## src/rtl/fetch_queue.sv

```systemverilog
// fetch_queue -- instruction-fetch stage feeding the IF/ID pipeline register.
//
// Owns the fetch PC and issues word-aligned requests to instruction memory.
// Every issued PC is remembered in an in-order tag FIFO so that a returning
// instruction word can be paired with its address. Paired {instr, pc} entries
// are buffered in a small in-order prefetch queue whose head is presented to
// decode. A redirect flushes the queue and makes the stage discard every
// response that was already in flight.
//
// Ports:
//   clk             clock, rising edge
//   reset           synchronous, active-high reset
//   stall           decode is not accepting the head entry this cycle
//   redirect_valid  restart fetching at redirect_pc (branch, jump, exception)
//   redirect_pc     new fetch PC (low two bits ignored)
//   imem_req        request strobe, accepted by memory in the same cycle
//   imem_addr       word-aligned request address
//   imem_rvalid     in-order response strobe from memory
//   imem_rdata      instruction word returned by memory
//   out_valid       queue head holds a valid instruction
//   out_instr       head instruction (0 when empty)
//   out_pc          PC of the head instruction (0 when empty)
//   q_count         current queue occupancy
module fetch_queue #(
   parameter int          DEPTH           = 4,
   parameter logic [31:0] RESET_PC        = 32'h0000_0000,
   parameter int          MAX_OUTSTANDING = 2
) (
   input  logic                   clk,
   input  logic                   reset,
   input  logic                   stall,
   input  logic                   redirect_valid,
   input  logic [31:0]            redirect_pc,
   output logic                   imem_req,
   output logic [31:0]            imem_addr,
   input  logic                   imem_rvalid,
   input  logic [31:0]            imem_rdata,
   output logic                   out_valid,
   output logic [31:0]            out_instr,
   output logic [31:0]            out_pc,
   output logic [$clog2(DEPTH):0] q_count
);

   localparam int AW = $clog2(DEPTH);
   localparam int CW = AW + 1;
   localparam int OW = $clog2(MAX_OUTSTANDING + 1);
   localparam int TW = (MAX_OUTSTANDING > 1) ? $clog2(MAX_OUTSTANDING) : 1;
   localparam logic [TW-1:0] TAG_LAST = TW'(MAX_OUTSTANDING - 1);

   // Prefetch queue storage and control
   logic [31:0]   r_q_instr [DEPTH];
   logic [31:0]   r_q_pc    [DEPTH];
   logic [AW-1:0] r_head;
   logic [AW-1:0] r_tail;
   logic [CW-1:0] r_count;

   // Fetch side state
   logic [31:0]   r_fetch_pc;
   logic [OW-1:0] r_outstanding;   // every request in flight, stale or not
   logic [OW-1:0] r_drop_cnt;      // in-flight responses that belong to a flushed stream

   // Tag FIFO: PCs of live (non-stale) requests, oldest first
   logic [31:0]   r_tag [MAX_OUTSTANDING];
   logic [TW-1:0] r_tag_rd;
   logic [TW-1:0] r_tag_wr;

   logic w_issue;
   logic w_resp;
   logic w_drop;
   logic w_push;
   logic w_pop;

   function automatic logic [TW-1:0] tag_next(input logic [TW-1:0] ptr);
      return (ptr == TAG_LAST) ? '0 : ptr + TW'(1);
   endfunction

   // Occupancy plus in-flight requests never exceeds DEPTH, which is what
   // guarantees that every live response finds a free queue slot.
   assign w_issue = !reset && !redirect_valid &&
                    (32'(r_outstanding) < MAX_OUTSTANDING) &&
                    ((32'(r_count) + 32'(r_outstanding)) < DEPTH);

   // A response with nothing in flight (e.g. a leftover from before reset)
   // is ignored.
   assign w_resp = imem_rvalid && (r_outstanding != '0);
   assign w_drop = w_resp && (r_drop_cnt != '0);
   assign w_push = w_resp && !w_drop && !redirect_valid;
   assign w_pop  = out_valid && !stall && !redirect_valid;

   assign imem_req  = w_issue;
   assign imem_addr = r_fetch_pc & ~32'h3;

   assign out_valid = (r_count != '0);
   assign out_instr = out_valid ? r_q_instr[r_head] : 32'h0;
   assign out_pc    = out_valid ? r_q_pc[r_head]    : 32'h0;
   assign q_count   = r_count;

   // Queue entries: written only at the tail, no reset needed because the
   // head outputs are gated by out_valid.
   for (genvar gi = 0; gi < DEPTH; gi++) begin : g_entry
      always_ff @(posedge clk) begin
         if (w_push && (r_tail == AW'(gi))) begin
            r_q_instr[gi] <= imem_rdata;
            r_q_pc[gi]    <= r_tag[r_tag_rd];
         end
      end
   end

   always_ff @(posedge clk) begin
      if (w_issue) begin
         r_tag[r_tag_wr] <= r_fetch_pc & ~32'h3;
      end
   end

   always_ff @(posedge clk) begin
      if (reset) begin
         r_fetch_pc    <= RESET_PC;
         r_head        <= '0;
         r_tail        <= '0;
         r_count       <= '0;
         r_outstanding <= '0;
         r_drop_cnt    <= '0;
         r_tag_rd      <= '0;
         r_tag_wr      <= '0;
      end else begin
         // In-flight accounting continues through redirects: stale requests
         // still occupy a memory slot until their response comes back.
         case ({w_issue, w_resp})
            2'b10:   r_outstanding <= r_outstanding + OW'(1);
            2'b01:   r_outstanding <= r_outstanding - OW'(1);
            default: r_outstanding <= r_outstanding;
         endcase

         if (redirect_valid) begin
            r_fetch_pc <= redirect_pc & ~32'h3;
            r_head     <= '0;
            r_tail     <= '0;
            r_count    <= '0;
            r_tag_rd   <= '0;
            r_tag_wr   <= '0;
            // Everything still in flight after this cycle is stale.
            r_drop_cnt <= r_outstanding - (w_resp ? OW'(1) : OW'(0));
         end else begin
            if (w_issue) begin
               r_fetch_pc <= r_fetch_pc + 32'd4;
               r_tag_wr   <= tag_next(r_tag_wr);
            end
            if (w_drop) begin
               r_drop_cnt <= r_drop_cnt - OW'(1);
            end
            if (w_resp && !w_drop) begin
               r_tag_rd <= tag_next(r_tag_rd);
            end
            if (w_push) begin
               r_tail <= r_tail + AW'(1);
            end
            if (w_pop) begin
               r_head <= r_head + AW'(1);
            end
            case ({w_push, w_pop})
               2'b10:   r_count <= r_count + CW'(1);
               2'b01:   r_count <= r_count - CW'(1);
               default: r_count <= r_count;
            endcase
         end
      end
   end

   // Memory must never answer a request that was not made.
   a_no_orphan_rsp: assert property (@(posedge clk) disable iff (reset)
      !(imem_rvalid && (r_outstanding == '0)));

endmodule
```

## config.mk

```make
export PLATFORM = sky130hd
export DESIGN_NAME = fetch_queue
export DESIGN_NICKNAME = d
export VERILOG_FILES = /design/src/rtl/fetch_queue.sv
export SDC_FILE = /design/constraint.sdc
export NUM_CORES = 1
export LEC_CHECK = 0
export BUFFER_PORTS_ARGS = -buffer_cell sky130_fd_sc_hd__buf_2
export CORE_MARGIN = 2
export CORE_UTILIZATION = 58
export CTS_CLUSTER_SIZE = 12
export DETAILED_ROUTE_END_ITERATION = 10
export PLACE_DENSITY = 0.88
export SLEW_MARGIN = 0
export SYNTH_ARGS = -nofsm -noshare
export SYNTH_HDL_FRONTEND = slang
export SYNTH_SLANG_ARGS = --single-unit
```

## constraint.sdc

```tcl
create_clock -name clk -period 4 [get_ports clk]
set_input_delay 0.4 -clock clk [delete_from_list [all_inputs] [get_ports clk]]
set_output_delay 0.4 -clock clk [all_outputs]
set_load 0.02 [all_outputs]
```

# Word-level counts from Yosys, hierarchy flattened
# Memory sizes are Yosys's and may differ from the RTL's. A register that Yosys moved wholly into a read port is not among the register bits.
# Cells that the tools add are included.
# totals
register_bits	45
ramBits	316
in_bits	69
elab_cells	110
memories	3
# memory_table
name	words	word_bits	rd	rd_ports_with_merged_regs	wr	line	rtl
r_q_instr	4	32	1	1	1	51	logic [31:0] r_q_instr [DEPTH];
r_q_pc	4	32	1	1	1	52	logic [31:0] r_q_pc [DEPTH];
r_tag	2	30	1	1	1	63	logic [31:0] r_tag [MAX_OUTSTANDING];
# classes
addsub	12
magnitude_cmp	2
eq_ne	7
n_mux	45
n_reduce_logical	32
# ops
op	n
32-bit two-way mux	10
32-bit OR reduction	6
32-bit by 3-bit adder with 32-bit output (second input constant)	1
2-bit two-way mux	12
1-bit two-way mux	21
1-bit logical AND	13
2-bit nonzero test	6
2-bit == test (second input constant)	4
2-bit by 1-bit adder with 2-bit output (second input constant)	3
2-bit by 1-bit == test with 1-bit output (second input constant)	3
3-bit one-hot mux with 2 select lines	1
3-bit by 2-bit adder with 4-bit output	1
1-bit logical NOT	4
4-bit by 3-bit less-than comparator with 1-bit output (second input constant)	1
2-bit one-hot mux with 2 select lines	1
2-bit by 1-bit subtractor with 2-bit output (second input constant)	2
3-bit by 1-bit adder with 3-bit output (second input constant)	1
3-bit nonzero test	1
3-bit by 1-bit subtractor with 3-bit output (second input constant)	1
1-bit adder (second input constant)	2
2-bit logical NOT	1
2-bit less-than comparator (second input constant)	1
2-bit OR reduction	1
2-bit by 1-bit subtractor with 2-bit output	1

# Logic depth before layout (Yosys ltp)
# Gate-level depths: netlist of the first run.
# logic_depth
depth_word	13
ltp_mapped	11

# Worst setup path before layout of the first run
# Ideal clock, no wire load.
# synth_timing
path_kind	register -> register
from	register r_outstanding[1]
to	memory r_q_instr[0][0] (enable)
setup_ps	427
arrival_time_ps	2587
slack_ps	986
path_stages_with_launch	6
path_buffers	0
path_cell_list	dfxtp_1 o21ai_0 inv_1 nand2_1 nor2_1 and2_1
# synth_via
elab_chain_len	13
elab_cells_between_ends	27
# synth_lines
element	line	rtl
start: declaration	59	logic [OW-1:0] r_outstanding;
start signal: assignment	129	2'b10: r_outstanding <= r_outstanding + OW'(1);
start signal: assignment	130	2'b01: r_outstanding <= r_outstanding - OW'(1);
start signal: assignment	131	default: r_outstanding <= r_outstanding;
2-bit nonzero test *	85	assign w_resp = imem_rvalid && (r_outstanding != '0);
1-bit logical AND *	85	
1-bit logical AND	86	assign w_drop = w_resp && (r_drop_cnt != '0);
1-bit logical NOT	87	assign w_push = w_resp && !w_drop && !redirect_valid;
1-bit logical AND * (2 in series)	87	
1-bit logical AND	102	if (w_push && (r_tail == AW'(gi))) begin
1-bit two-way mux	102	
1-bit two-way mux (implied by the code)	103	r_q_instr[gi] <= imem_rdata;
32-bit OR reduction (no source line)	-	
2-bit two-way mux (no source line) / 1-bit two-way mux (equally long branches) (3 in series)	-	
end: declaration	51	
# Mark *: on every way between the ends. The rest lies on a longest branch, timed or not.

# Worst setup path after layout of the first run
# layout_timing
from	register r_outstanding[1]
to	output imem_req
# layout_via
elab_chain_len	3
elab_cells_between_ends	5
# layout_lines
element	line	rtl
3-bit by 2-bit adder with 4-bit output / 2-bit less-than comparator (equally long branches)	81, 80	
4-bit by 3-bit less-than comparator with 1-bit output / 1-bit logical AND (equally long branches)	81, 79	
1-bit logical AND *	80	(32'(r_outstanding) < MAX_OUTSTANDING) &&
end: declaration	34	output logic imem_req,
# Marked as above.

==> results.txt, run 1 <==
Status -> finished, final reports clean
CTS clk-pin slew, worst paths -> 0.06 ns
Final max-slew violation count -> 0
Int Power -> 6.238 mW
Final Cycle Share -> 76.41%
Slowest stage cell, crit path -> nand3_1
Cells after synthesis -> 823
Die H -> 160.7 µm
Clock Tree Root -> clkbuf_16
Ant. Diodes -> 0
Yosys warnings -> 0
Mux cell area share after synthesis -> 12.18%
Critical path data required time -> 3.60 ns
Htree depth -> 2
Post-synth EDFFs -> 308
Synth unique cells -> 56
Synthesized area -> 0.01424 mm²
Clock power frac -> 38.4%
Adder-cell area share of the yosys netlist -> 1.019%
Unrepaired setup endpoints after global routing -> false
Max cap viols -> 0
Clock Path Buffers -> 3
Compound-Gate Fraction of Synth Area -> 3.734%
Switching Fraction -> 22.28%
Cell Pwr Density -> 488.8 mW/mm²
Arr. time, crit path -> 2.66 ns
Remaining DRCs -> 0
Wl on met1 -> 11450 µm
Largest net degree at the start of global routing -> 66
Clock Latency Late Sink -> 0.51 ns
P&R area growth vs syn -> 15.31%
Wire length on met2 -> 14120 µm
Die footprint -> 0.02582 mm²
Commonest non-fill, non-tap cells in the layout -> edfxtp_1, buf_2, and2_1
Top sig layer -> met4
Seq/Total Area, Yosys -> 71.42%
Layout cell share with drive strength beyond 1 -> 32.11%
Worst clock skew -> 0.02119 ns
Nets -> 1064
Critical Path Fanout Max -> 14
Fraction of registers with async set/reset -> 0%
Vias -> 8035
Core area -> 0.02418 mm²
Tot Pwr -> 8.027 mW
# port buffers -> 163
Top FF cell, synth -> edfxtp_1
Top-Level Pins -> 170
Synth Area in Simple Gates -> 8.655%
# Post-CTS Setup Buffers -> 0
Drt initial violations -> 636
Vias in the first global route -> 8161
Non-Filler Instances -> 1333
Avg Synthesized Cell Area -> 17.30 µm²
DRT Wirelength -> 28390 µm
CP endpoint kind -> output port
# resized after CTS -> 0
Antenna-violating nets left -> 0
Die Wd -> 160.7 µm
Final hold vios -> 0
Leak pwr -> 5.675 nW
Commonest non-fill, non-tap cell in the layout -> edfxtp_1
CTS tree -> yes
Fmax -> 0.3272 GHz
Effective utilization at floorplan -> 58.90%
Drt wl/cell -> 21.30 µm
Crit path top cell by count -> nand3_1
Post-Synth XOR/XNOR Area -> 0.9841%
Max incr delay on CP -> 0.56 ns
Grt total ovfl -> 0
Critical path class -> flop to output port
DR WL met3 -> 2267 µm
Final setup fails -> 0
Fill count -> 1574
Flop pwr share -> 53.8%
# hold bufs at CTS -> 0
RD Place Congestion -> 0.8967
Worst vdd ir -> 0.0003711 V
CP Cell Sequence -> ha_1, nand3_1, nand3_1, inv_1, buf_2
Num Clock Sinks -> 354
Post-placement cell count -> 1269
Dpl hpwl -> 16630 µm
First-pass GRT wire length -> 44720 µm
Startpoint class of the critical path -> flop
Final min period -> 3.056 ns
Net Sw Power -> 1.788 mW
Total iterations of the first detailed-routing run -> 5
Main combinational cell family by area after synthesis -> multiplexers
Total track usage -> 22.41%
Hold_ws -> 0.1017 ns
Slew HR -> 34.29%
Initial antenna violation count -> 0
Post-route setup TNS -> 0 ns
Worst-margin pin slew -> 0.9857 ns
# rows -> 57
Hold WC Path Type -> input port to flop
Cts bufs inserted -> 37
FF+latch count, synth -> 354
Mean number of vias per cell -> 6.028
Comb power frac -> 7.8%
## power groups by stage
stage          clock [mW]  combinational, mW  sequential (mW)
2_1_floorplan           0              0.405             4.38
3_3_place_gp            0              0.602             4.38
3_5_place_dp            0              0.626             4.39
4_1_cts              3.13              0.633             4.32
5_1_grt              3.28              0.689             4.33
6_report             3.08              0.628             4.32
## cells in the mapped netlist (9+ instances only)
library cell	count	share of area, %
mux4_2	62	9.8
edfxtp_1	308	65
buf_2	13	0.46
and2_1	72	3.2
mux2_2	30	2.4
xor2_1	10	0.62
nand4_1	16	0.70
a311oi_1	9	0.55
nand3_1	15	0.53
clkbuf_1	34	0.90
ha_1	10	0.88
nor2_1	34	0.90
or4_1	10	0.53
a211oi_1	10	0.53
nand2_1	19	0.50
inv_1	14	0.37
dfxtp_1	46	6.5
## sequential cells by signal, indices dropped and copies added, names as in the netlist, named ones only
signal / count
r_tag_rd: 1
r_tag_wr: 1
r_drop_cnt: 2
r_head: 2
r_tail: 2
r_q_instr: 128
r_outstanding: 2
r_tag: 60
r_q_pc: 120
r_fetch_pc: 30
q_count: 3
## cell families after synthesis
group | Yosys count
buffers and inverters | 67
other | 1
adder cells (fa/ha/maj) | 11
flip-flops | 354
AND/OR/NAND/NOR | 210
XOR/XNOR | 16
multiplexers | 92
AO/OA/AOI/OAI | 72
## routing by layer
metal	vias to the layer above	track usage, %
met1	4029	30.25
met5	-	0
met4	0	5.763
met3	42	4.416
met2	380	38.07
li1	3584	-
## final timing paths
check,end,slack (ns),from,cells past startpoint
worst max register to register,q_count[2],1.12,r_outstanding[1],11
worst min register to register,r_tail[1],0.50,r_tail[1],2
worst max-delay path,imem_req,0.94,r_outstanding[1],5
worst min-delay path,r_q_instr[1][9],0.10,imem_rdata[9],1
## through the flow
step / util, % / instance area, µm² / worst slack (ns)
floorplan: - / 14250 / 0.9863
global placement: 63.45 / 15340 / 1.202
detailed placement: 63.45 / 15340 / 1.149
CTS: 67.92 / 16420 / 0.9158
global route: 67.92 / 16420 / 0.8027
finish: 67.92 / 16420 / 0.9435
## critical path: cells and delay by family (launching register included)
family | cells | cell delay, ns
simple gates | 2 | 0.92
fa+ha+maj | 1 | 0.30
flops | 1 | 0.47
buf+inv | 2 | 0.43
## layout make-up
cell class,count,area (µm²),area share [%]
well taps,324,405.4,2.469
flip-flops and latches,354,10180,61.98
inverters,15,56.30,0.3429
clock inverters,9,45.04,0.2743
multi-input cells,405,3812,23.22
repair buffers,171,888.4,5.410
clock buffers,55,1036,6.309
No activity file was read; power rests on OpenSTA's default activity.
==> inputs of run 2 (changes only) <==
Settings changed: ABC_AREA set to 1.
Clock period 4 ns to 2.85 ns, I/O delays scaled along.
==> results.txt, run 2 <==
Total iterations of the first detailed-routing run -> 5
Synthesized area -> 0.01487 mm²
Num Clock Sinks -> 354
Die Wd -> 164.1 µm
Fill count -> 1715
Top post-synthesis cells by area -> edfxtp_1, nor2_1, dfxtp_1, o21ai_0, nand2_1
CTS clk-pin slew, worst paths -> 0.06 ns
Critical path class -> flop to output port
Post-placement cell count -> 1769
Die footprint -> 0.02693 mm²
DRT Wirelength -> 32460 µm
M3 GR Usage -> 4.419%
Initial antenna violation count -> 0
Top cell type by total area after synthesis -> edfxtp_1
P&R area growth vs syn -> 17.36%
Total track usage -> 23.96%
Final max-slew violation count -> 0
Flop-to-flop setup slack -> 0.74 ns
Hold WC Path Type -> input port to flop
CTS tree -> yes
Largest net degree at the start of global routing -> 65
Clock Path Buffers -> 3
Final setup fails -> 0
Largest register FFs -> 128
# Post-CTS Setup Buffers -> 0
Place WS -> 0.7723 ns
Leak pwr -> 6.532 nW
Dpl hpwl -> 18920 µm
Non-Filler Instances -> 1858
Clock power frac -> 39.6%
Final hold vios -> 0
Top FF cell, synth -> edfxtp_1
Commonest non-fill, non-tap cells in the layout -> edfxtp_1, nor2_1, buf_2
Effective utilization at floorplan -> 59.05%
# rows -> 58
Int Power -> 8.497 mW
Cell Pwr Density -> 619.3 mW/mm²
Cts bufs inserted -> 37
Htree depth -> 2
# port buffers -> 163
Vias in the first global route -> 10070
Max cap viols -> 0
Top Registers -> r_q_instr: 128 flops, r_q_pc: 120 flops, r_tag: 60 flops
Mean number of vias per cell -> 5.527
Critical Path Fanout Max -> 45
Biggest register -> r_q_instr
Fmax -> 0.3855 GHz
Remaining DRCs -> 0
Hold_ws -> 0.01848 ns
Yosys warnings -> 0
Seq/Total Area, Yosys -> 68.39%
Slew HR -> 43.38%
Core area -> 0.02518 mm²
M2 GR Usage -> 42.73%
Nets -> 1588
Synth unique cells -> 39
CP endpoint kind -> output port
Clock Tree Root -> clkbuf_16
Arr. time, crit path -> 2.31 ns
Met1 GRT Util -> 29.78%
Drt wl/cell -> 17.47 µm
RD Place Congestion -> 0.9558
Cells after synthesis -> 1317
Final min period -> 2.594 ns
Clock Latency Late Sink -> 0.52 ns
Avg Synthesized Cell Area -> 11.29 µm²
Worst-margin pin slew -> 0.8493 ns
Layout cell share with drive strength beyond 1 -> 20.16%
Worst clock skew -> 0.01584 ns
Ant. Diodes -> 0
PnR worst setup slack -> 0.2562 ns
Comb power frac -> 6.0%
Die H -> 164.1 µm
Drt initial violations -> 870
Antenna-violating nets left -> 0
Commonest non-fill, non-tap cell in the layout -> edfxtp_1
List of most frequent post-synthesis cells -> edfxtp_1, nor2_1, o21ai_0
Final Cycle Share -> 91.01%
Unrepaired setup endpoints after global routing -> false
Switching Fraction -> 21.38%
Global route hottest layer -> met2
# resized after CTS -> 0
Status -> finished, final reports clean
Net Sw Power -> 2.311 mW
Critical path data required time -> 2.57 ns
# hold bufs at CTS -> 30
Top cell type's share of synthesized area -> 62.20%
FF+latch count, synth -> 354
Vias -> 10270
Startpoint class of the critical path -> flop
Most common cell in the netlist -> edfxtp_1
Post-synth EDFFs -> 308
Fraction of registers with async set/reset -> 0%
Grt total ovfl -> 0
First-pass GRT wire length -> 50250 µm
Worst vdd ir -> 0.0003443 V
Flop pwr share -> 54.4%
Top-Level Pins -> 170
run 2: cell types whose count changed after synthesis, sizes merged, moves of 9 or more:
cell and delta:
a21oi +92, buf +13, mux4 -62, a311oi -9, and2 -70, nand3 +36
nand4 -15, inv +58, o21ai +144, nor2 +274, a211oi -10, nand2 +124
or4 -10
run 2: logic make-up after synthesis:
logic type / after synthesis / share of synthesized area [%]
mux: 30 / 2.272
simple gates: 515 / 14.85
buf+inv: 141 / 4.123
other cells: 1 / 0.02522
flops: 354 / 68.39
compound gates: 260 / 9.063
fa+ha+maj: 11 / 0.9761
xor+xnor: 5 / 0.2945
run 2: critical path, cell delays in order, from the launching register on:
cell,delay [ns]
dfxtp_4,0.67
buf_4,0.40
nor2_1,0.10
nor2_1,0.11
o21ai_0,0.11
a21oi_1,0.17
buf_2,0.21
run 2: worst paths after layout:
path,from,to,depth (start not counted)
setup / recovery,flop,out_instr[20],6
hold / removal,redirect_pc[10],r_fetch_pc[10],3
setup reg to reg,q_count[1],r_outstanding[1],9
hold reg to reg,r_head[0],r_head[0],1
run 2: metal layers:
layer	share of wire, %	up-vias
li1	-	4915
met3	8.0	56
met5	0	-
met1	40	4852
met4	1.8	0
met2	51	446
run 2: layout make-up:
cell class,instances,area [µm²],share of cell area (%)
Clock buffer,50,1017,5.829
Clock inverter,9,46.29,0.2653
Inverter,74,277.8,1.592
Multi-Input combinational cell,825,4133,23.68
Sequential cell,354,10170,58.31
Tap cell,330,412.9,2.366
Timing Repair Buffer,216,1389,7.959
run 2: stage by stage:
step | area, µm² | TNS, ns | power, mW | utilization, %
final | 17450 | 0 | 10.81 | 69.30
after global routing | 17450 | 0 | 11.17 | 69.30
after global placement | 16090 | 0 | 6.546 | 63.88
after CTS | 17450 | 0 | 10.86 | 69.30
after floorplan | 14900 | -15.69 | 6.352 | -
after detailed placement | 16090 | 0 | 6.584 | 63.88
run 2: power groups by stage:
| stage | Clock, mW | Sequential, mW | Combinational (mW) |
|---|---|---|---|
| final | 4.28 | 5.88 | 0.648 |
| after global routing | 4.56 | 5.89 | 0.714 |
| after CTS | 4.34 | 5.87 | 0.646 |
| after detailed placement | 0 | 5.98 | 0.605 |
| after global placement | 0 | 5.97 | 0.577 |
| after floorplan | 0 | 5.99 | 0.366 |
==> inputs of run 3 (changes only) <==
--- a/config.mk
+++ b/config.mk
@@ -9,8 +9,9 @@
 export BUFFER_PORTS_ARGS = -buffer_cell sky130_fd_sc_hd__buf_2
 export CORE_MARGIN = 2
-export CORE_UTILIZATION = 58
+export CORE_UTILIZATION = 61
+export CTS_BUF_LIST = sky130_fd_sc_hd__clkbuf_8
 export CTS_CLUSTER_SIZE = 12
 export DETAILED_ROUTE_END_ITERATION = 10
-export PLACE_DENSITY = 0.88
+export PLACE_DENSITY = 0.92
 export SLEW_MARGIN = 0
 export SYNTH_ARGS = -nofsm -noshare
==> constraint.sdc (replaced) <==
create_clock -name clk -period 2.8 [get_ports clk]
set_input_delay 0.14 -clock clk [delete_from_list [all_inputs] [get_ports clk]]
set_output_delay 0.14 -clock clk [all_outputs]
set_load 0.02 [all_outputs]
==> results.txt, run 3 (synthesis results as in run 2) <==
Die H -> 160.1 µm
Mean number of vias per cell -> 5.638
Die footprint -> 0.02564 mm²
Int Power -> 8.247 mW
PnR worst setup slack -> 0.1592 ns
First-pass GRT wire length -> 55140 µm
Flop pwr share -> 56.0%
CP Cell Sequence -> inv_2, buf_12, o21ai_0, a21oi_1, buf_2
CTS tree -> yes
Worst-margin pin slew -> 0.8385 ns
Clock Latency Late Sink -> 0.56 ns
Post-placement cell count -> 1758
Slew HR -> 44.10%
Top Registers -> r_q_instr: 128 flops, r_q_pc: 120 flops, r_tag: 60 flops
Vias in the first global route -> 10730
Switching Fraction -> 22.82%
Cts bufs inserted -> 52
Fmax -> 0.3787 GHz
Largest register FFs -> 128
Ant. Diodes -> 0
Max cap viols -> 0
# resized after CTS -> 0
Worst vdd ir -> 0.0004513 V
Effective utilization at floorplan -> 61.68%
Comb power frac -> 6.6%
Cell Pwr Density -> 603.3 mW/mm²
Largest net degree at the start of global routing -> 105
Final Cycle Share -> 94.31%
CP endpoint kind -> output port
Biggest register -> r_q_instr
Initial antenna violation count -> 0
CP bufs+invs -> 3
# rows -> 57
Nets -> 1633
Critical path data required time -> 2.66 ns
Fill count -> 1478
Total track usage -> 27.30%
Clock power frac -> 37.4%
Dpl hpwl -> 18950 µm
Clock Path Buffers -> 3
Antenna-violating nets left -> 0
Final max-slew violation count -> 0
Startpoint class of the critical path -> flop
Final setup fails -> 0
Critical Path Fanout Max -> 104
Die Wd -> 160.1 µm
Vias -> 10820
Remaining DRCs -> 0
Final hold vios -> 0
Commonest non-fill, non-tap cell in the layout -> edfxtp_1
DRT Wirelength -> 35430 µm
Total iterations of the first detailed-routing run -> 5
Slowest stage cell, crit path -> dfxtp_4
Num Clock Sinks -> 354
Max incr delay on CP -> 0.46 ns
Arr. time, crit path -> 2.50 ns
Non-Filler Instances -> 1919
Commonest non-fill, non-tap cells in the layout -> edfxtp_1, nor2_1, buf_2
Hold WC Path Type -> input port to flop
Clock Tree Root -> clkbuf_8
Drt wl/cell -> 18.46 µm
Place WS -> 0.6000 ns
RD Place Congestion -> 0.9233
# port buffers -> 163
Register area -> 0.01017 mm²
Net Sw Power -> 2.439 mW
Layout cell share with drive strength beyond 1 -> 20.50%
CP top delay family -> buffers and inverters
Area of the multi-input gates -> 0.004133 mm²
Status -> finished, final reports clean
Worst clock skew -> 0.01333 ns
Core area -> 0.02411 mm²
Final min period -> 2.641 ns
Grt total ovfl -> 0
Top-Level Pins -> 170
Critical path class -> flop to output port
Htree depth -> 2
CTS clk-pin slew, worst paths -> 0.07 ns
Leak pwr -> 6.738 nW
Post-route setup TNS -> 0 ns
Unrepaired setup endpoints after global routing -> false
P&R area growth vs syn -> 19.13%
Drt initial violations -> 1011
[run 3: cell count changes in the layout (fill, tap and decap cells not counted), moves of 4 or more]
cell	previous run	this run
clkinv_2	2	7
dlygate4sd3_1	30	64
clkbuf_8	0	55
clkbuf_16	39	0
clkbuf_1	11	0
inv_1	69	90
clkinv_1	6	10
buf_4	15	10
[run 3: power by group through the flow]
stage | Combinational (mW) | Clock, mW | Sequential (mW)
after global routing | 0.779 | 4.27 | 5.99
after global placement | 0.581 | 0 | 6.07
after CTS | 0.693 | 4.04 | 5.97
final | 0.708 | 4.00 | 5.98
after detailed placement | 0.614 | 0 | 6.08
after floorplan | 0.372 | 0 | 6.09
[run 3: tightest hold or removal path, stage by stage]
cell     delay (ns)
buf_2          0.10
o21ai_0        0.10
o21ai_0        0.15
a21oi_1        0.15
[run 3: layer usage]
metal	part of all wire [%]	track usage (%)	vias to the layer above	wire length, µm
li1	-	-	5021	-
met1	37	33.72	5074	13280
met2	51	48.47	633	17980
met3	9.1	5.247	92	3237
met4	2.6	9.378	0	931
met5	0	0	-	0
[run 3: path summary, 6_finish.rpt]
path	from	endpoint	slack, ns	cells after the start
max	flop	out_pc[14]	0.16	5
min	imem_rvalid	r_drop_cnt[0]	0.12	4
max reg2reg	r_outstanding[1]	q_count[2]	0.60	11
min reg2reg	r_head[1]	flop	0.47	2
[run 3: timing repair]
action                                 4_1_cts  5_1_grt
setup endpoints to repair                    0        3
hold buffers                                64        0
buffers inserted                             0        1
endpoints found under the hold margin      164        0
[run 3: layout make-up]
cell class,count,area share [%]
multi-input cells,825,23.33
inverters,74,1.568
clock buffers,55,4.274
well taps,324,2.289
flip-flops and latches,354,57.44
clock inverters,41,1.392
repair buffers,246,9.705
[run 3: through the flow]
step | utilization (%) | cell area, µm² | total power [mW] | hold WS, ns
3_5_place_dp | 66.55 | 16040 | 6.699 | 0.3557
6_report | 73.48 | 17710 | 10.69 | 0.1194
2_1_floorplan | - | 14900 | 6.465 | 0.2389
4_1_cts | 73.37 | 17690 | 10.70 | 0.09994
5_1_grt | 73.48 | 17710 | 11.04 | 0.1338
3_3_place_gp | 66.55 | 16040 | 6.656 | 0.3476
